$ cat src/rtl/instruction_fetch_stage.sv
// instruction_fetch_stage
//   Fetch stage of the pipelined MIPS core. Holds the PC, captures the
//   instruction returned by program memory into the IF/ID register together
//   with PC+4, selects the next PC (sequential / branch / jump / jump-register),
//   applies stall and redirect flush, and flags bad fetch targets.
//
// Ports
//   clk               rising-edge clock
//   reset             asynchronous, active-low reset
//   Stall             hold PC and IF/ID
//   BranchTaken/Target, JumpTaken/Target, JRTaken/Target
//                     redirect requests; priority JR > Jump > Branch
//   Instruction       combinational read data from program memory at PC
//   PC                current fetch address (program memory address)
//   IFID_Instruction  registered instruction (0 on bubble)
//   IFID_PCPlus4      registered PC+4 of that instruction (0 on bubble)
//   IFID_Valid        IF/ID holds a real instruction
//   AddrError         sticky: misaligned target or PC outside memory window
module instruction_fetch_stage #(
    parameter int                    DATA_WIDTH   = 32,
    parameter logic [DATA_WIDTH-1:0] RESET_PC     = 32'h0040_0000,
    parameter int                    MEMORY_DEPTH = 1024
) (
    input  logic                  clk,
    input  logic                  reset,
    input  logic                  Stall,
    input  logic                  BranchTaken,
    input  logic [DATA_WIDTH-1:0] BranchTarget,
    input  logic                  JumpTaken,
    input  logic [DATA_WIDTH-1:0] JumpTarget,
    input  logic                  JRTaken,
    input  logic [DATA_WIDTH-1:0] JRTarget,
    input  logic [DATA_WIDTH-1:0] Instruction,
    output logic [DATA_WIDTH-1:0] PC,
    output logic [DATA_WIDTH-1:0] IFID_Instruction,
    output logic [DATA_WIDTH-1:0] IFID_PCPlus4,
    output logic                  IFID_Valid,
    output logic                  AddrError
);

    // Window bounds carry one extra bit so the exclusive upper bound cannot
    // wrap when RESET_PC sits near the top of the address space.
    localparam logic [DATA_WIDTH:0] WIN_LO = {1'b0, RESET_PC};
    localparam logic [DATA_WIDTH:0] WIN_HI = WIN_LO + (DATA_WIDTH+1)'(4 * MEMORY_DEPTH);

    logic                  redirect;
    logic [DATA_WIDTH-1:0] target;
    logic [DATA_WIDTH-1:0] pc_plus4;
    logic [DATA_WIDTH-1:0] next_pc;
    logic [DATA_WIDTH:0]   next_ext;
    logic                  load;
    logic                  addr_fault;

    always_comb begin
        redirect   = JRTaken | JumpTaken | BranchTaken;
        target     = JRTaken   ? JRTarget   :
                     JumpTaken ? JumpTarget : BranchTarget;
        pc_plus4   = PC + DATA_WIDTH'(4);
        next_pc    = PC;
        load       = 1'b0;
        if (redirect) begin
            next_pc = {target[DATA_WIDTH-1:2], 2'b00};
            load    = 1'b1;
        end else if (!Stall) begin
            next_pc = pc_plus4;
            load    = 1'b1;
        end
        next_ext   = {1'b0, next_pc};
        // A held PC was already checked on the edge that loaded it.
        addr_fault = (redirect && (target[1:0] != 2'b00)) ||
                     (load && ((next_ext < WIN_LO) || (next_ext >= WIN_HI)));
    end

    always_ff @(posedge clk or negedge reset) begin
        if (!reset) begin
            PC               <= RESET_PC;
            IFID_Instruction <= '0;
            IFID_PCPlus4     <= '0;
            IFID_Valid       <= 1'b0;
            AddrError        <= 1'b0;
        end else begin
            PC <= next_pc;
            if (addr_fault) begin
                AddrError <= 1'b1;
            end
            if (redirect) begin
                // The word fetched this cycle is on the wrong path: bubble.
                IFID_Instruction <= '0;
                IFID_PCPlus4     <= '0;
                IFID_Valid       <= 1'b0;
            end else if (!Stall) begin
                IFID_Instruction <= Instruction;
                IFID_PCPlus4     <= pc_plus4;
                IFID_Valid       <= 1'b1;
            end
        end
    end

endmodule

$ cat config.mk
export PLATFORM = sky130hd
export DESIGN_NAME = instruction_fetch_stage
export DESIGN_NICKNAME = d
export VERILOG_FILES = /design/src/rtl/instruction_fetch_stage.sv
export SDC_FILE = /design/constraint.sdc
export NUM_CORES = 1
export LEC_CHECK = 0
export ABC_AREA = 1
export BUFFER_PORTS_ARGS = -buffer_cell sky130_fd_sc_hd__buf_2
export CAP_MARGIN = 20
export CORE_ASPECT_RATIO = 1.75
export CORE_MARGIN = 5
export CORE_UTILIZATION = 44
export CTS_BUF_LIST = sky130_fd_sc_hd__clkbuf_16
export DETAILED_ROUTE_END_ITERATION = 16
export PLACE_DENSITY = 0.86
export RECOVER_POWER = 25
export SYNTH_ARGS = -nofsm -noshare
export SYNTH_HDL_FRONTEND = slang
export SYNTH_SLANG_ARGS = --single-unit
$ cat constraint.sdc
create_clock -name clk -period 1.7 [get_ports clk]
set_input_delay 0.34 -clock clk [delete_from_list [all_inputs] [get_ports clk]]
set_output_delay 0.34 -clock clk [all_outputs]
set_load 0.03 [all_outputs]
[Yosys cells after proc, flatten, opt, wreduce, memory -nomap -nowiden]
Index checks and enable logic that the tools add are counted.
Operators by class
  add/subtract/negate cells: 1
  order comparisons: 2
  equal/unequal tests: 1
  multiplexer cells: 12
  bitwise operators: 2
  reductions and logical operators: 5
Operators with widths (count)
  32-bit two-way mux: 8
  32-bit by 3-bit adder with 32-bit output, second input constant: 1
  32-bit by 23-bit greater-or-equal comparator with 1-bit output, second input constant: 1
  32-bit by 23-bit < comparator with 1-bit output, second input constant: 1
  1-bit two-way mux: 4
  1-bit logical AND: 2
  1-bit logical OR: 2
  2-bit by 1-bit inequality test with 1-bit output, second input constant: 1
  1-bit bitwise OR: 2
  2-bit nonzero test: 1
Word-level totals
  flip-flop bits (word level): 98
  word-level logic and storage cells: 28

[Logic depth before layout (Yosys ltp)]
Gate-level depths: netlist of run 1.
  word-level depth: 7
  depth in mapped cells: 16
  depth with buffers taken out: 16

[Least setup slack after synthesis of run 1]
No wires, ideal clock.
  path kind: register -> register
  from: reg PC[3]
  to: reg AddrError
  setup time: 0.119 ns
  arrival time: 1.984 ns
  required time: 1.581 ns
  slack: -0.403 ns
  cell stages (with the launch flop): 15
  buffers on the path: 0
  cell sequence: dfrtp_1 ha_1 nand2_2 nor2_4 nand3_4 nor2_8 nand3_1 nand2_1 nand2_1 a21oi_2 nand2_1 nor2_1 nand3_1 nand2_1 nand2_1
On the way
  word-level cells in the longest chain between the ends: 7
  elaborated cells between the ends (all ways): 8
RTL lines
  from (decl): line 34  | output logic [DATA_WIDTH-1:0] PC,
  from (signal assigned): line 82  | PC <= next_pc;
  32-bit by 3-bit adder with 32-bit output: line 58  | pc_plus4 = PC + DATA_WIDTH'(4);
  32-bit two-way mux (*): line 64  | end else if (!Stall) begin
  32-bit two-way mux (*): line 61  | if (redirect) begin
  32-bit by 23-bit < comparator with 1-bit output / 32-bit by 23-bit greater-or-equal comparator with 1-bit output (equally long branches): line 71  | (load && ((next_ext < WIN_LO) || (next_ext >= WIN_HI)));
  1-bit logical OR (*): line 71
  1-bit logical AND (*): line 71
  1-bit logical OR (*): line 70  | addr_fault = (redirect && (target[1:0] != 2'b00)) ||
  to (signal assigned): line 80  | AddrError <= 1'b0;
  to (signal assigned): line 84  | AddrError <= 1'b1;
  to (decl): line 38  | output logic AddrError
Every way passes the cells marked *; elsewhere a longest branch is shown, timed or not.
A chain may end at the register's enable or synchronous reset.

[Worst setup path in the final report of run 1]
  from: reg PC[2]
  to: reg AddrError
On the way
  word-level cells in the longest chain between the ends: 7
  elaborated cells between the ends (all ways): 8
RTL lines
  32-bit by 3-bit adder with 32-bit output (*): line 58
  32-bit two-way mux (*): line 64
  32-bit two-way mux (*): line 61
  net next_pc[22]: line 49  | logic [DATA_WIDTH-1:0] next_pc;
  32-bit by 23-bit < comparator with 1-bit output / 32-bit by 23-bit greater-or-equal comparator with 1-bit output (equally long branches): line 71
  1-bit logical OR (*): line 71
  1-bit logical AND (*): line 71
  1-bit logical OR (*): line 70
Mark *: on every way through the listed nets, which the timed path passes. The rest lies on a longest branch.

==> impl_metrics.toml, run 1 <==
[drt]
vias = 6707
drt.antenna.violating_nets = 0
viasPerCell = 5.29
wirelength_um = 21800
drt_iter0_markers = 450
dr.pass1.iters = 5
avgRoutedWirePerCell_um = 17.2
drcViolationCount = 0

[sta]
rsz0062_at_grt = "yes"
relSlewSlack_pct = 26.8
min_period_over_period_pct = 122
finalSetupTns_ns = -1.37
fmax_mhz = 483
final_max_slew_viol_count = 0
finalClockSkew_ns = 0.0107
setup_viol = 12
worstMarginPinSlew_ns = 1.10
hold_viol = 0
layout_setup_ws_ns = -0.369
whs_ns = 0.195
min_period_ns = 2.07

[critical_path]
crit_arrival_ns = 2.32
r2r-start = "PC[2]"
cp_slowest_cell = "dfrtp_2"
cp.required_ns = 1.95
path_depth = 14
cpPeakStageDelay_ns = 0.43
startpoint_type = "flip-flop"
worstReg2RegEnd = "AddrError"
crit_top_cell = "nand2_4"
worstSetupPathType = "reg2reg"
r2r_slack_ns = -0.37
cp_top_family = "simple AND/OR/NAND/NOR gates"
crit_fanout = 5
rr_worst_depth = 14
cp-end-kind = "flip-flop"
crit_start = "PC[2]"
crit_buf_inv = 0
worstSetupEndpoint = "AddrError"
worstPathCellList = "ha_4 > nand2_4 > nor2_4 > nand3_4 > nor2_8 > nand2_4 > nand2_2 > nand2_4 > a21oi_2 > nand3_1 > nor2_1 > nand3_1 > nand2_1 > nand2_1"

[synth]
syn_area_mm2 = 0.00550
syn_inst = 713
yosysWarningCount = 0
synth_fp_nets = 848
synth_seq_cells = 98
yosysUniqueCellTypes = 40
seq_area_frac_synth_pct = 44.6
synth_area_per_cell_um2 = 7.71

[floorplanning]
rows = 54
io_pins = 232
die_w_um = 94.5
die-area_mm2 = 0.0149
die_height_um = 158
initial_core_util_pct = 44.5
core-area_mm2 = 0.0124

[grt]
grtUsageTotal_pct = 28.0
grt-ovfl-total = 0
antenna_found_initial = 0
grt_max_degree = 57
grt_pass1_wl_um = 32400
grt_pass1_vias = 6557

[power_and_ir_drop]
peakVddDrop_mv = 0.533
seq_power_share_pct = 37.4
combPwrFrac_pct = 28.2
p_sw_share_pct = 31.0
power.density_mw_per_mm2 = 783
p_int_uw = 4710
switchingPower_uw = 2120
p_leak_uw = 0.00475
p_clk_share_pct = 34.4

[clock_network]
clk_pin_slew_worst_paths_ns = 0.07
clock_latency_ns = 0.35
tritoncts = "done"
clock-sinks = 98
cts_htree_levels = 3
root_buffer = "clkbuf_16"
cts_buffers = 9
cts_buffer_depth = 2

[final_layout]
syn2layout_area_growth_pct = 58.6
diodes = 0
nets = 1229
drive_above_1_share_pct = 47.1
nFillCells = 951
fin_area_mm2 = 0.00872

[place]
placedInstanceArea_mm2 = 0.00794
hpwl_um = 16300
place.gp.congestion = 0.951
pre_cts_ws_ns = -0.397
io_buffers = 231

[outcome]
violations = "setup timing"
outcome = "finished, violations left"

[min_path]
worstHoldPathType = "in2reg"
min-delay-start = "Instruction[29]"

[flow_run]
cap_viol_max_count = 0
==> timing repair <==
item,in CTS,in global routing
pin swaps,8,27
hold buffers,1,0
buffers inserted,14,12
hold endpoints to repair,42,0
resized for setup,18,65
setup endpoints to repair,13,24
==> registers in the layout, summed over array words and instances, names as in the netlist <==
name,flops
IFID_PCPlus4,32
AddrError,1
IFID_Valid,1
PC,32
IFID_Instruction,32
==> placed cells by master (no fill, tap or decap), types with 5 or more instances in the layout <==
master	count
buf_2	228
nand2_1	191
buf_4	152
dfrtp_1	91
nor2_1	61
a21oi_1	55
inv_1	46
a22o_1	39
o21ai_0	33
nand2_2	24
nand3_1	23
nor2_2	16
nor2_4	15
nand3_2	10
clkbuf_16	9
buf_12	9
o21ai_1	8
buf_6	8
dfrtp_2	6
nand4_1	6
inv_2	6
nand2_4	5
a21oi_2	5
==> cell usage after synthesis (all sizes together) <==
cell type / number / share of area, %
o211ai: 6 / 1.0
dfstp: 1 / 0.48
xor2: 3 / 0.48
o21ai: 43 / 3.9
nand3b: 4 / 0.55
nand3: 35 / 3.6
o21bai: 3 / 0.41
o311ai: 1 / 0.16
nand2: 220 / 16
o22ai: 4 / 0.46
clkbuf: 7 / 0.48
nor2: 93 / 8.1
or2: 5 / 0.57
a22o: 39 / 6.2
inv: 52 / 3.6
clkinv: 1 / 0.068
xnor2: 1 / 0.16
nand4: 6 / 0.68
dfrtp: 97 / 44
and2: 1 / 0.11
buf: 26 / 2.9
a21oi: 60 / 5.6
ha: 1 / 0.23
nor3: 3 / 0.27
a32o: 1 / 0.18
==> cell type report <==
cell class	count	area (µm²)	share of cell area, %
Inverter	53	199	2.28
Sequential cell	98	2460	28.2
Multi-Input combinational cell	529	2920	33.5
Timing Repair Buffer	403	2590	29.7
Clock inverter	7	116	1.33
Tap cell	168	210	2.41
Clock buffer	9	225	2.58
==> kinds of logic after synthesis <==
kind of cell	count (synthesis)	share of synthesized area (%)
AO/OA/AOI/OAI	157	17.9
XOR/XNOR	4	0.637
adder cells (fa/ha/maj)	1	0.228
buffers and inverters	86	7.03
flip-flops	98	44.6
AND/OR/NAND/NOR	367	29.5
==> layer usage <==
| metal | global-route usage (%) | share of wire, % |
|---|---|---|
| met2 | 49.2 | 50 |
| met3 | 5.66 | 7.2 |
| met4 | 17.2 | 6.6 |
| met1 | 30.4 | 36 |
| met5 | 0 | 0 |
==> how the worst min path moves through the flow <==
stage,depth (start not counted),slack [ns],endpoint
5_1_grt,2,0.20,IFID_Instruction[3]
6_report,2,0.20,IFID_Instruction[29]
2_1_floorplan,0,0.04,AddrError
3_3_place_gp,2,0.34,IFID_PCPlus4[2]
3_5_place_dp,2,0.34,PC[0]
4_1_cts,2,0.19,IFID_Instruction[22]
==> stage by stage <==
step,power (µW),cells,util [%]
floorplan,3370,713,-
global placement,4260,1227,64.2
detailed placement,4300,1227,64.2
CTS,6690,1258,68.3
global route,7100,1267,70.5
finish,6830,1267,70.5
==> power by group through the flow <==
stage / clock, µW / sequential [µW] / combinational (µW)
2_1_floorplan: 0 / 2810 / 559
3_3_place_gp: 0 / 2580 / 1680
3_5_place_dp: 0 / 2590 / 1710
4_1_cts: 2360 / 2540 / 1800
5_1_grt: 2480 / 2560 / 2060
6_report: 2350 / 2550 / 1920
(Power assumes the default switching activity.)
==> inputs of run 2 (changes only) <==
Settings changed: GPL_TIMING_DRIVEN from default to 0, RECOVER_POWER 25 to default.
==> run 2 against run 1 <==
Net effect: combinational power shrank 23%; clock power shrank 14%; non-clock buffer count shrank 112; final cell count shrank 8.9%; first-iteration DRC count grew 1.1%; critical path depth grew 2; wire length shrank 6.7%; global-route usage shrank 1.7 points; largest cell class unchanged; design area shrank 12%; sequential power grew 2%; the run still ends with setup timing left; worst setup slack lost 0.033 ns.
==> impl_metrics.toml, run 2 (same netlist as run 1, synthesis figures left out) <==
[place]
place.gp.congestion = 0.986
hpwl_um = 15800
dp.cells = 1111
io_buffers = 229

[clock_network]
tritoncts = "done"
root_buffer = "clkbuf_16"
clk_pin_slew_worst_paths_ns = 0.07
clock-sinks = 98
cts_htree_levels = 3
cts_buffers = 9
clock_latency_ns = 0.35
cts_buffer_depth = 2

[final_layout]
layout_commonest_cell = "buf_2"
nets = 1117
diodes = 0
reg_top3 = "IFID_Instruction (32), IFID_PCPlus4 (32), PC (32)"
syn2layout_area_growth_pct = 39.1
instances_no_fill = 1154
layout_common_cells = "237 x buf_2, 196 x nand2_1, 85 x dfrtp_1"
drive_above_1_share_pct = 39.8

[min_path]
whs_endpoint = "IFID_Instruction[23]"
worstHoldPathType = "in2reg"
min-delay-start = "Instruction[23]"
min_path_cells = 2

[critical_path]
startpoint_type = "flip-flop"
rr_worst_depth = 16
r2r_slack_ns = -0.40
worstPathCellList = "buf_6 > nand2_4 > nor2_4 > nand2_4 > nor2_4 > nand2_2 > nand3_2 > nand2_2 > nor2_2 > nand2_2 > nor2_1 > nand2_1 > nor2_1 > nand3_1 > nand2_1 > nand2_1"
worstReg2RegEnd = "AddrError"
r2r-start = "PC[3]"
crit_arrival_ns = 2.34
cpPeakStageDelay_ns = 0.41
crit_fanout = 5
worstSetupPathType = "reg2reg"
cp-end-kind = "flip-flop"
cp_slowest_cell = "dfrtp_2"
cp.required_ns = 1.94

[sta]
finalClockSkew_ns = 0.00827
min_period_ns = 2.10
final_max_slew_viol_count = 0
relSlewSlack_pct = 65.5
setup_viol = 5
hold_viol = 0
layout_setup_ws_ns = -0.402
rsz0062_at_grt = "yes"
worstMarginPinSlew_ns = 0.518
min_period_over_period_pct = 124
finalSetupTns_ns = -0.836
fmax_mhz = 476

[grt]
grt_max_degree = 63
antenna_found_initial = 0
grt-ovfl-total = 0
grt_pass1_wl_um = 30100
grtUsageTotal_pct = 26.3
grt_pass1_vias = 5935

[drt]
dr.pass1.iters = 8
wirelength_um = 20300
drt.antenna.violating_nets = 0
drcViolationCount = 0
viasPerCell = 5.32
vias = 6135
drt_iter0_markers = 455
avgRoutedWirePerCell_um = 17.6

[floorplanning]
initial_core_util_pct = 44.5
rows = 54
die_w_um = 94.5
core-area_mm2 = 0.0124
die_height_um = 158
die-area_mm2 = 0.0149
io_pins = 232

[outcome]
outcome = "finished, violations left"
violations = "setup timing"

[power_and_ir_drop]
peakVddDrop_mv = 0.520
power.density_mw_per_mm2 = 796
p_leak_uw = 0.00413
power_uw = 6090

[flow_run]
cap_viol_max_count = 0
## run 2: cell types whose count changed in the layout (fill, tap and decap cells not counted), moves of 6 or more
| cell | previous run | this run |
|---|---|---|
| dfrtp_2 | 6 | 12 |
| dfrtp_1 | 91 | 85 |
| buf_4 | 152 | 31 |
| buf_2 | 228 | 237 |
| buf_12 | 9 | 0 |
## run 2: worst max-delay path, delay by kind of cell (launching register included)
kind,cells,cell delay (ns)
buffers and inverters,1,0.13
AND/OR/NAND/NOR,15,1.47
flip-flops,1,0.41
## run 2: worst max path at each step
stage	start	endpoint	slack (ns)	cells after the start
floorplan	PC[2]	AddrError	-0.21	14
global placement	reset	PC[2]	-0.82	1
detailed placement	JumpTaken	AddrError	-0.61	16
CTS	PC[3]	AddrError	-0.35	16
global route	PC[11]	AddrError	-0.61	15
finish	PC[3]	AddrError	-0.40	16
## run 2: metrics by stage
step | cell area [µm²] | util (%) | hold slack, ns | setup WS (ns)
2_1_floorplan | 5520 | - | 0.0444 | -0.214
3_3_place_gp | 6880 | 55.6 | 0.453 | -0.824
3_5_place_dp | 6910 | 55.9 | 0.343 | -0.607
4_1_cts | 7380 | 59.7 | 0.197 | -0.350
5_1_grt | 7640 | 61.8 | 0.195 | -0.610
6_report | 7640 | 61.8 | 0.202 | -0.402
## run 2: layout make-up
cell class / instances / area, µm²
fill: 1102 / 4720
tap: 168 / 210
clock buffer: 9 / 225
clock inverter: 6 / 60.1
buffer: 33 / 218
inverter: 53 / 199
multi-input combinational: 529 / 2860
timing repair buffer: 258 / 1410
sequential: 98 / 2470
## run 2: repair_timing
item / CTS / global route
hold buffers: 1 / 0
endpoints found under the hold margin: 35 / 0
setup endpoints to repair: 68 / 72
resized for setup: 19 / 64
pin swaps: 10 / 19
buffers inserted: 16 / 14
## run 2: metal layers
metal | up-vias | global-route usage, % | wire length (µm)
li1 | 2900 | - | -
met1 | 2826 | 27.7 | 7120
met2 | 335 | 48.0 | 10700
met3 | 74 | 4.85 | 1380
met4 | 0 | 15.6 | 1110
met5 | - | 0 | 0
## run 2: where the power goes
group / internal (µW) / switching [µW] / total (µW)
clock network: 1130 / 893 / 2020
registers: 2450 / 154 / 2600
logic: 522 / 945 / 1470
total: 4100 / 1990 / 6090
